$ cat src/rtl/btn_pulse_gen.sv
// Push-button front end: two-flop synchroniser, press/release debounce and
// single-cycle enable pulses (one per press, optional auto-repeat while held).
module btn_pulse_gen #(
    parameter int DB_CYCLES   = 1000000,
    parameter int REPEAT_EN   = 0,
    parameter int HOLD_CYCLES = 50000000,
    parameter int RATE_CYCLES = 10000000
) (
    input  logic clk,
    input  logic RST_N,
    input  logic BTN,
    output logic EN,
    output logic BTN_DB
);

    localparam int MAX_A = (DB_CYCLES > HOLD_CYCLES) ? DB_CYCLES : HOLD_CYCLES;
    localparam int MAX_C = (MAX_A > RATE_CYCLES) ? MAX_A : RATE_CYCLES;
    localparam int CNT_W = (MAX_C > 1) ? $clog2(MAX_C) : 1;

    localparam logic [CNT_W-1:0] DB_TERM   = CNT_W'(DB_CYCLES - 1);
    localparam logic [CNT_W-1:0] HOLD_TERM = CNT_W'(HOLD_CYCLES - 1);
    localparam logic [CNT_W-1:0] RATE_TERM = CNT_W'(RATE_CYCLES - 1);

    typedef enum logic [2:0] {
        IDLE       = 3'd0,
        DB_PRESS   = 3'd1,
        HELD       = 3'd2,
        REPEAT     = 3'd3,
        DB_RELEASE = 3'd4
    } state_t;

    logic             s1_reg;
    logic             s2_reg;
    logic             btn_s;
    state_t           state_reg;
    logic [CNT_W-1:0] cnt_reg;

    assign btn_s = s2_reg;

    // One counter is shared by debounce, hold delay and repeat rate; every
    // state transition clears it, so it never runs past its terminal value.
    always_ff @(posedge clk or negedge RST_N) begin
        if (!RST_N) begin
            s1_reg    <= 1'b0;
            s2_reg    <= 1'b0;
            state_reg <= IDLE;
            cnt_reg   <= '0;
            EN        <= 1'b0;
            BTN_DB    <= 1'b0;
        end else begin
            s1_reg <= BTN;
            s2_reg <= s1_reg;
            EN     <= 1'b0;
            case (state_reg)
                IDLE: begin
                    if (btn_s) begin
                        state_reg <= DB_PRESS;
                        cnt_reg   <= '0;
                    end
                end
                DB_PRESS: begin
                    if (!btn_s) begin
                        state_reg <= IDLE;
                        cnt_reg   <= '0;
                    end else if (cnt_reg == DB_TERM) begin
                        state_reg <= HELD;
                        cnt_reg   <= '0;
                        EN        <= 1'b1;
                        BTN_DB    <= 1'b1;
                    end else begin
                        cnt_reg <= cnt_reg + 1'b1;
                    end
                end
                HELD: begin
                    if (!btn_s) begin
                        state_reg <= DB_RELEASE;
                        cnt_reg   <= '0;
                    end else if (REPEAT_EN != 0) begin
                        if (cnt_reg == HOLD_TERM) begin
                            state_reg <= REPEAT;
                            cnt_reg   <= '0;
                            EN        <= 1'b1;
                        end else begin
                            cnt_reg <= cnt_reg + 1'b1;
                        end
                    end else begin
                        cnt_reg <= '0;
                    end
                end
                REPEAT: begin
                    if (!btn_s) begin
                        state_reg <= DB_RELEASE;
                        cnt_reg   <= '0;
                    end else if (cnt_reg == RATE_TERM) begin
                        cnt_reg <= '0;
                        EN      <= 1'b1;
                    end else begin
                        cnt_reg <= cnt_reg + 1'b1;
                    end
                end
                DB_RELEASE: begin
                    // A release glitch drops back to HELD and restarts the hold timer.
                    if (btn_s) begin
                        state_reg <= HELD;
                        cnt_reg   <= '0;
                    end else if (cnt_reg == DB_TERM) begin
                        state_reg <= IDLE;
                        cnt_reg   <= '0;
                        BTN_DB    <= 1'b0;
                    end else begin
                        cnt_reg <= cnt_reg + 1'b1;
                    end
                end
                default: begin
                    state_reg <= IDLE;
                    cnt_reg   <= '0;
                end
            endcase
        end
    end

endmodule

$ cat config.mk
export PLATFORM = sky130hd
export DESIGN_NAME = btn_pulse_gen
export DESIGN_NICKNAME = d
export VERILOG_FILES = /design/src/rtl/btn_pulse_gen.sv
export SDC_FILE = /design/constraint.sdc
export NUM_CORES = 1
export LEC_CHECK = 0
export CAP_MARGIN = 15
export CELL_PAD_IN_SITES_DETAIL_PLACEMENT = 2
export CELL_PAD_IN_SITES_GLOBAL_PLACEMENT = 2
export CORE_AREA = 10 10 81 83
export CTS_BUF_LIST = sky130_fd_sc_hd__clkbuf_8 sky130_fd_sc_hd__clkbuf_16
export CTS_CLUSTER_SIZE = 16
export DETAILED_ROUTE_END_ITERATION = 8
export DIE_AREA = 0 0 91 93
export PLACE_DENSITY = 0.79
export SLEW_MARGIN = 20
export SYNTH_ARGS = -nofsm -noshare
export SYNTH_HDL_FRONTEND = slang
export SYNTH_SLANG_ARGS = --single-unit
$ cat constraint.sdc
create_clock -name clk -period 2.7 [get_ports clk]
set_input_delay 0.54 -clock clk [delete_from_list [all_inputs] [get_ports clk]]
set_output_delay 0.54 -clock clk [all_outputs]
set_load 0.01 [all_outputs]
==> results <==
-- metal layers --
metal / vias up / routed length [µm]
met5: - / 0
met4: 0 / 30
met3: 3 / 118
met2: 13 / 2510
met1: 798 / 2290
li1: 700 / -
-- through the flow --
| stage | power [mW] | instance area, µm² | setup slack [ns] | hold slack, ns |
|---|---|---|---|---|
| after floorplan | 0.555 | 1940 | 0.411 | 0.244 |
| after global placement | 0.577 | 2040 | 0.368 | 0.343 |
| after detailed placement | 0.581 | 2040 | 0.273 | 0.338 |
| after CTS | 0.964 | 2120 | 0.247 | 0.360 |
| after global routing | 0.987 | 2120 | 0.147 | 0.378 |
| final | 0.949 | 2120 | 0.282 | 0.354 |
-- critical path, delay by kind of cell (launching register included) --
family / cells / cell delay, ns
compound gates: 2 / 0.35
flops: 1 / 0.42
simple gates: 2 / 1.29
buf+inv: 1 / 0.22
-- power by group --
part           switching, mW  internal (mW)
Clock                  0.181          0.198
Combinational         0.0446         0.0202
Sequential           0.00597          0.499
-- cells by family (layout without fill, tap and decap cells) --
logic type                 after synthesis  after routing  synth area share
and+or+nand+nor                         77             77             0.229
AOI/OAI and AO/OA                       38             38             0.164
DFF                                     33             33             0.426
xor gates and xnor gates                23             23             0.104
buffers and inverters                   19             22            0.0593
muxes                                    2              2            0.0116
adders and majority gates                1              1           0.00645
-- area by class of cell --
type	instances	area, µm²	share of cell area
Clock inverter	1	3.75	0.00177
Sequential cell	33	826	0.389
Inverter	6	22.5	0.0106
Multi-Input combinational cell	141	998	0.470
Timing Repair Buffer	9	103	0.0483
Clock buffer	6	82.6	0.0389
Tap cell	70	87.6	0.0412
-- worst min path at each step --
stage | slack [ns] | end
3_3_place_gp | 0.34 | btn_s
6_report | 0.35 | btn_s
5_1_grt | 0.38 | btn_s
2_1_floorplan | 0.24 | BTN_DB
3_5_place_dp | 0.34 | btn_s
4_1_cts | 0.36 | btn_s
-- cells in the final DEF, fill, tap and decap left out, drive strengths merged, types with 5 or more instances in the layout --
| cell type | Yosys | final |
|---|---|---|
| inv | 6 | 7 |
| and3 | 5 | 5 |
| a21oi | 26 | 26 |
| nor3 | 12 | 12 |
| dfrtp | 33 | 33 |
| xnor2 | 19 | 19 |
| nand4 | 8 | 8 |
| nor4 | 6 | 6 |
| nand3 | 6 | 6 |
| clkbuf | 6 | 6 |
| nand2 | 13 | 13 |
| nor2 | 9 | 9 |
| buf | 7 | 5 |
==> flow_summary.toml <==
[final_layout]
finish.utilization = 0.424
n_fill_cell = 566
finalNetCount = 200
layout-drive-gt1-share = 0.204
final_cells = 266
n_antenna_cell = 0
area.growth.synth_to_final_pct = 9.48
largest_reg_flops = 26

[yosys]
synth_edf_count = 0
netlist.top_cell.by_area = "sky130_fd_sc_hd__dfrtp_1"
netlist-cell-type-count = 46
synth_seq_cells = 33
netlist_area_um2 = 1940
yosysSeqAreaShare = 0.426
yosysWarningCount = 0
postSynthCellCount = 193
ys.flop_type = "sky130_fd_sc_hd__dfrtp_1"
cell_with_the_most_instances_after_synthesis = "sky130_fd_sc_hd__dfrtp_1"
post_synth.cell_area_avg_um2 = 10.0
synth.top_cells.by_area = "sky130_fd_sc_hd__dfrtp_1 (43%), sky130_fd_sc_hd__a21oi_2 (9.5%), sky130_fd_sc_hd__xnor2_1 (8.6%)"
async_flop_share = 1.00
synth.net_count = 197
yosys-top-cells-count = "sky130_fd_sc_hd__dfrtp_1 (33), sky130_fd_sc_hd__a21oi_2 (21), sky130_fd_sc_hd__xnor2_1 (19)"
yosysTopAreaCellShare = 0.426

[grt]
initial_antenna_violation_count = 0
first_global_vias = 1725
global_route.usage.met3 = 0.0280
grt_start_max_net_pins = 34
global_route.usage.met2 = 0.212
grt_pass1_wl_um = 8680
met1_track_demand_over_resource_in_global_routing = 0.156
globalRoute.totalOverflow = 0
grt.busiest_layer = "met2"
grt_use_total = 0.124

[worst_setup_path]
critical_path.max_fanout = 23
critical_path.max_stage_delay_ns = 0.73
worst_r2r_endpoint = "cnt_reg[14]"
critPathArrivalTime_ns = 2.59
endpoint = "cnt_reg[14]"
crit_path_start = "cnt_reg[11]"
cp-start-kind = "flop"
critPathSlowestCell = "sky130_fd_sc_hd__or4_1"
crit_path_cell_trace = "or4_4, or4_1, a21oi_2, buf_12, a21oi_1"
worst_r2r_startpoint = "cnt_reg[11]"
cp-end-kind = "flop"
critical_setup_path_kind = "reg -> reg"
worst_r2r_path_depth = 5
critPathRequiredTime_ns = 2.87
worst-r2r-setup-slack_ns = 0.28

[sta]
finalCritPeriodShare = 0.895
max_slew_margin = 0.451
final-hold-violation-count = 0
setup_viol = 0
report.final.slew_viol_count = 0
worstMarginPinSlew_ns = 0.816
setup_tns_ns = 0
setup_repair_after_global_routing_missed_its_margin = "no"
skew_ns = 0.00324
achievable-frequency_mhz = 414
post-route-min-period_ns = 2.42

[clocking]
clk_path_buf_depth = 2
cts_tree = "built"
tritoncts.num_buffers = 5
cts-root-buf = "sky130_fd_sc_hd__clkbuf_8"
cts.clk_slew.worst_paths_ns = 0.07
postCtsSetupBuffers = 0
count_of_h_tree_levels_built_during_cts = 2
post_cts_resized = 0
tritoncts_num_sinks = 33
worst_skew_pair.late_latency_ns = 0.29
hold_buffers = 0

[placement]
gp_routability_congestion = 0.837
post-dp-hpwl_um = 3510
buffer_ports.inserted = 4
dp_cells = 259

[worst_hold_path]
hold_path.class = "reg -> reg"
hold_path.startpoint = "s1_reg"
worstHoldPathCells = 0

[floorplan]
floorplan.die_area_um2 = 8460
ioPinCount = 5
rows = 26
initial_util = 0.387
floorplan.die.width_um = 91
die_y_um = 93
design.core.area_um2 = 5010

[detailed_routing]
detail_route.drc_violations = 0
routed_wire_length_per_instance_um = 18.6
drt.antenna.violating_nets = 0
dr.pass1.iters = 4
via_count = 1514
drt_iter0_markers = 71
route.final.wire_length_um = 4950
detail_route.vias_per_cell = 5.69

[power_and_ir_drop]
ir_worst_vdd_mv = 0.215
total_leakage_power_nw = 0.760
power.density_nw_per_um2 = 447

[job]
max_cap_violations = 0

[outcome]
run_status = "complete, no violations"
Note: power is estimated with default switching activity, not from simulation.
==> patch 1: new RTL, same flow settings <==
The parameter `RATE_CYCLES` goes from 10000000 to 5000000.
--- a/src/rtl/btn_pulse_gen.sv
+++ b/src/rtl/btn_pulse_gen.sv
@@ -6,3 +6,3 @@
     parameter int HOLD_CYCLES = 50000000,
-    parameter int RATE_CYCLES = 10000000
+    parameter int RATE_CYCLES = 5000000
 ) (
Check against the original RTL: same outputs for any inputs over 10 cycles, from zero or initial values and one cycle with RST_N low; that may be too few to reach the edited logic, so the function may still have changed.
==> patch 1 against the unedited design <==
Sequential power about the same; synthesized cell count increased by 21%; sequential cell count unchanged; final area grew 6.2%; worst setup slack got worse by 0.027 ns; synthesized area grew 3.7%; critical path depth increased by 1; via count grew 22%; clock skew is 0.0071 ns higher; largest power group unchanged; wire length up 27%; non-clock buffer count grew 1; power increased by 10%.
==> patch 1: results (changes against the unedited design) <==
Power and ir drop
  • Psw: 237 uW (+2.6%)
  • Leakage: 0.936 nW (+23%)
  • Max VDD drop: 0.180 mV (-16%)

Synth
  • Mapped Nets: 237 (+20%)
  • Synth unique cells: 49 (+6.5%)
  • Top post-synthesis cells by count: 44 x nand2_1, 33 x dfrtp_1, 15 x o22ai_1, 12 x nor2_1, 11 x nor3_1
  • Top post-synthesis cells by area: dfrtp_1 41%, nand2_1 8.2%, o22ai_1 4.7%
  • Post-synth ARST share: 1.00 (unchanged)
  • Sequential area share after synthesis: 0.410 (-0.0154)
  • Syn. warnings: 0 (unchanged)
  • Post-synthesis cell count: 233 (+21%)

Placement
  • Dpl cells: 302 (+17%)
  • Hpwl dp: 4370 um (+24%)
  • Setup Slack @ Placement: 0.297 ns (+0.0242 ns)
  • Routability congestion estimate: 0.841 (+0.44%)
  • Port Buffers: 4 (unchanged)
  • Placed inst area: 2140 um2 (+5.0%)

Setup path
  • Max Fanout on Critical Path: 10 (-57%)
  • R2r endpoint: cnt_reg[11]$_DFFE_PN0P_
  • R2R Path Start: cnt_reg[6]$_DFFE_PN0P_
  • Max incr delay on CP: 0.54 ns (-0.19 ns)
  • R2r setup slk: 0.26 ns (-0.03 ns)
  • Crit start category: flop
  • Critical Path AT: 2.62 ns (+0.03 ns)
  • Worst Setup End Kind: flop
  • Slowest-stage cell, CP: or4_4
  • Reg2reg path depth: 6 (+1)

Timing
  • Max-slew headroom: 0.398 (-0.0526)
  • Clk_skew: 0.0104 ns (+0.00714 ns)
  • Tcrit/Tclk final: 0.905 (+0.00985)
  • Hold slack: 0.387 ns (+0.0335 ns)

Detailed routing
  • Final WL: 6290 um (+27%)
  • Drt pass-1 iters: 4 (unchanged)
  • Initial DRC Count: 64 (-9.9%)
  • Vias per cell: 5.95 (+4.5%)
  • Routed len/inst: 20.3 um (+8.9%)

Min path
  • Hold path cells: 0 (unchanged)
  • Hold wc startpoint: s1_reg$_DFF_PN0_
  • Hold Crit Endpoint: btn_s$_DFF_PN0_
  • Hold Path Class: reg -> reg

Global routing
  • GRT Overall Usage: 0.155 (+0.0311)
  • Global-route wire length before repair: 10900 um (+25%)
  • Initial antenna violation count: 0 (unchanged)
  • Largest net degree at the start of global routing: 34 (unchanged)
  • Vias in the first global route: 2045 (+19%)

Clock network
  • Clk slew on worst S/H paths: roughly 0.080 ns
  • CTS resizes: 0 (unchanged)
  • CTS Buffer Depth: 2 (unchanged)
  • Post-CTS setup repair buffer count: 0 (unchanged)
  • CTS H-tree depth: 2 (unchanged)
  • Num CTS Buffers: 5 (unchanged)
  • Clock Latency Late Sink: 0.29 ns (about the same)
  • Root Driver: clkbuf_8

Run status
  • Run status: completed

Finish
  • Layout cells sized above 1: 0.117 (-0.0874)
  • Fillers: 574 (+1.4%)
  • Max reg flops: 26 (unchanged)
  • Diode count: 0 (unchanged)
==> patch 1: area by class of cell <==
cell class	count	area (um2)	share of cell area
Clock buffer	6	82.6	0.0366
Multi-Input combinational cell	187	1130	0.502
Timing Repair Buffer	10	85.1	0.0377
Clock inverter	2	33.8	0.0150
Tap cell	70	87.6	0.0388
Inverter	2	7.51	0.00333
Sequential cell	33	826	0.366
==> patch 1: metal layers <==
layer	wire length, um	part of all wire	global-route usage
met5	0	0	0
met2	3210	0.51	0.282
met1	2900	0.46	0.181
met3	114	0.018	0.0336
met4	62	0.0099	0.0392
==> patch 1: power groups by stage <==
stage          Combinational [mW]  Clock, mW  Sequential (mW)
5_1_grt                    0.0518      0.532            0.507
3_5_place_dp               0.0464          0            0.516
3_3_place_gp               0.0434          0            0.515
2_1_floorplan              0.0250          0            0.511
4_1_cts                    0.0470      0.505            0.507
6_report                   0.0459      0.495            0.507
==> patch 1: kinds of logic after synthesis <==
logic type / share of synthesized area
and+or+nand+nor: 0.343
xor gates and xnor gates: 0.0218
DFF: 0.410
muxes: 0.00560
AOI/OAI and AO/OA: 0.183
buffers and inverters: 0.0299
adders and majority gates: 0.00622
==> patch 1: worst max-delay path, delay by kind of cell, from the launching register on <==
family / cells / cell delay [ns]
DFF: 1 / 0.48
buffers and inverters: 1 / 0.26
and+or+nand+nor: 3 / 1.07
AOI/OAI and AO/OA: 2 / 0.50
==> patch 2: new RTL, config.mk and constraints unchanged <==
Made on the original files. Register the output `EN` once more, cleared by the reset; this adds one clock of latency there. The other outputs are not delayed to match.
--- a/src/rtl/btn_pulse_gen.sv
+++ b/src/rtl/btn_pulse_gen.sv
@@ -31,2 +31,4 @@
 
+    logic EN_s0;
+
     logic             s1_reg;
@@ -47,3 +49,3 @@
             cnt_reg   <= '0;
-            EN        <= 1'b0;
+            EN_s0     <= 1'b0;
             BTN_DB    <= 1'b0;
@@ -52,3 +54,3 @@
             s2_reg <= s1_reg;
-            EN     <= 1'b0;
+            EN_s0  <= 1'b0;
             case (state_reg)
@@ -67,3 +69,3 @@
                         cnt_reg   <= '0;
-                        EN        <= 1'b1;
+                        EN_s0     <= 1'b1;
                         BTN_DB    <= 1'b1;
@@ -81,3 +83,3 @@
                             cnt_reg   <= '0;
-                            EN        <= 1'b1;
+                            EN_s0     <= 1'b1;
                         end else begin
@@ -95,3 +97,3 @@
                         cnt_reg <= '0;
-                        EN      <= 1'b1;
+                        EN_s0   <= 1'b1;
                     end else begin
@@ -121,2 +123,10 @@
 
+    always_ff @(posedge clk or negedge RST_N) begin
+        if (!RST_N) begin
+            EN <= '0;
+        end else begin
+            EN <= EN_s0;
+        end
+    end
+
 endmodule
Check against the original RTL: same outputs for any inputs over 10 cycles, from zero or initial values and one cycle with RST_N low; that may be too few to reach the edited logic, so the function may still have changed.
==> patch 2 against the unedited design <==
Sequential cell count up 1; critical path type unchanged; worst setup slack worse by 0.071 ns; critical endpoint is now cnt_reg[0]$_DFFE_PN0P_; highest routed layer unchanged; clock skew up 0.0018 ns; largest power group unchanged; final area up 13%; wire length up 40%; synthesized cell count up 36%; power up 8.5%; synthesized area up 10%.
==> patch 2: results (changes against the unedited design) <==
Run status
  • Run status: completed

Setup path
  • R2R Path Start: cnt_reg[15]$_DFFE_PN0P_
  • R2r endpoint: cnt_reg[0]$_DFFE_PN0P_
  • Crit path max-delay family: simple AND/OR/NAND/NOR gates
  • Max Fanout on Critical Path: 9 (-61%)
  • Max incr delay on CP: 0.55 ns (-0.18 ns)
  • R2r setup slk: 0.21 ns (-0.07 ns)
  • Reg2reg path depth: 6 (+1)
  • Critical Path AT: 2.66 ns (+0.07 ns)
  • Slowest-stage cell, CP: nor4b_1
  • Crit start category: flop

Global routing
  • GRT Overall Usage: 0.169 (+0.0449)
  • Largest net degree at the start of global routing: 35 (+2.9%)
  • Vias in the first global route: 2197 (+27%)
  • Routing usage on met2: 0.305 (+0.0925)
  • Met3 Resource Use GR: 0.0336 (+0.00560)
  • Grt met1 use: 0.201 (+0.0451)
  • Global-route wire length before repair: 11700 um (+35%)

Detailed routing
  • Vias per cell: 6.12 (+7.5%)
  • WL met1: 3150 um (+37%)
  • Initial DRC Count: 67 (-5.6%)
  • Antenna viol nets, final: 0 (unchanged)
  • Routed met3 length: 163 um (+38%)
  • Final WL: 6930 um (+40%)
  • Routed wl met2: 3540 um (+41%)

Finish
  • Max reg flops: 26 (unchanged)
  • Inverter count: 8 (+2)
  • Fillers: 573 (+1.2%)
  • Clock-cell share: 0.0457 (+0.00505)
  • Layout cells sized above 1: 0.104 (-0.0996)
  • Total number of sequential cells: 34 (+3.0%)
  • FF+latch area: 851 um2 (+3.0%)
  • CLK BUF: 8 (+2)
  • Buffers excl. clock: 16 (+7)
  • Signal buf overhead: 0.0571 (+0.00882)
  • Multi-input combinational area share: 0.495 (+0.0248)
  • #MultiIn Comb: 202 (+43%)

Synth
  • Sequential area share after synthesis: 0.397 (-0.0286)
  • Top post-synthesis cells by count: 41 x nand2_1, 34 x dfrtp_1, 19 x nor2_1, 15 x clkbuf_1, 14 x o22ai_1
  • Synth unique cells: 51 (+11%)
  • Mapped Nets: 266 (+35%)
  • Top post-synthesis cells by area: dfrtp_1 40%, nand2_1 7.2%, o22ai_1 4.1%
  • Syn. warnings: 0 (unchanged)

Placement
  • Routability congestion estimate: 0.825 (-1.4%)
  • Hpwl dp: 4850 um (+38%)
  • Placed inst area: 2300 um2 (+13%)

Power and ir drop
  • Leakage: 0.999 nW (+31%)
  • Max VDD drop: 0.191 mV (-11%)

Timing
  • Max-slew headroom: 0.456 (+0.00506)
  • Clk_skew: 0.00507 ns (+0.00183 ns)
  • Hold slack: 0.339 ns (-0.0142 ns)

Min path
  • Hold Path Class: in -> async

Clock network
  • CTS H-tree depth: 2 (unchanged)
  • CTS resizes: 0 (unchanged)

Die
  • Die extent in x: 91 um (unchanged)
-- patch 2: cell count changes after synthesis, sizes merged, moves of 10 or more --
cell   change
nor2      +10
a21oi     -21
o22ai     +14
nand2     +28
xnor2     -19
o21ai     +12
-- patch 2: cells by family (layout without fill, tap and decap cells) --
kind of cell               after synthesis  in the layout  share of synthesized area
AOI/OAI and AO/OA                       64             64                      0.204
adders and majority gates                1              1                    0.00584
buffers and inverters                   26             32                     0.0502
DFF                                     34             34                      0.397
muxes                                    1              1                    0.00526
and+or+nand+nor                        136            136                      0.337
-- patch 2: power breakdown --
part           leakage, nW  total [mW]  internal [mW]  switching [mW]
combinational        0.475      0.0543         0.0178          0.0366
sequential           0.467       0.520          0.514         0.00655
clock               0.0575       0.456          0.258           0.198
-- patch 2: through the flow --
step,std cells,utilization,worst slack (ns)
floorplan,262,-,0.781
global placement,330,0.459,0.348
detailed placement,330,0.459,0.238
CTS,338,0.481,0.218
global route,338,0.481,0.0757
finish,338,0.481,0.211
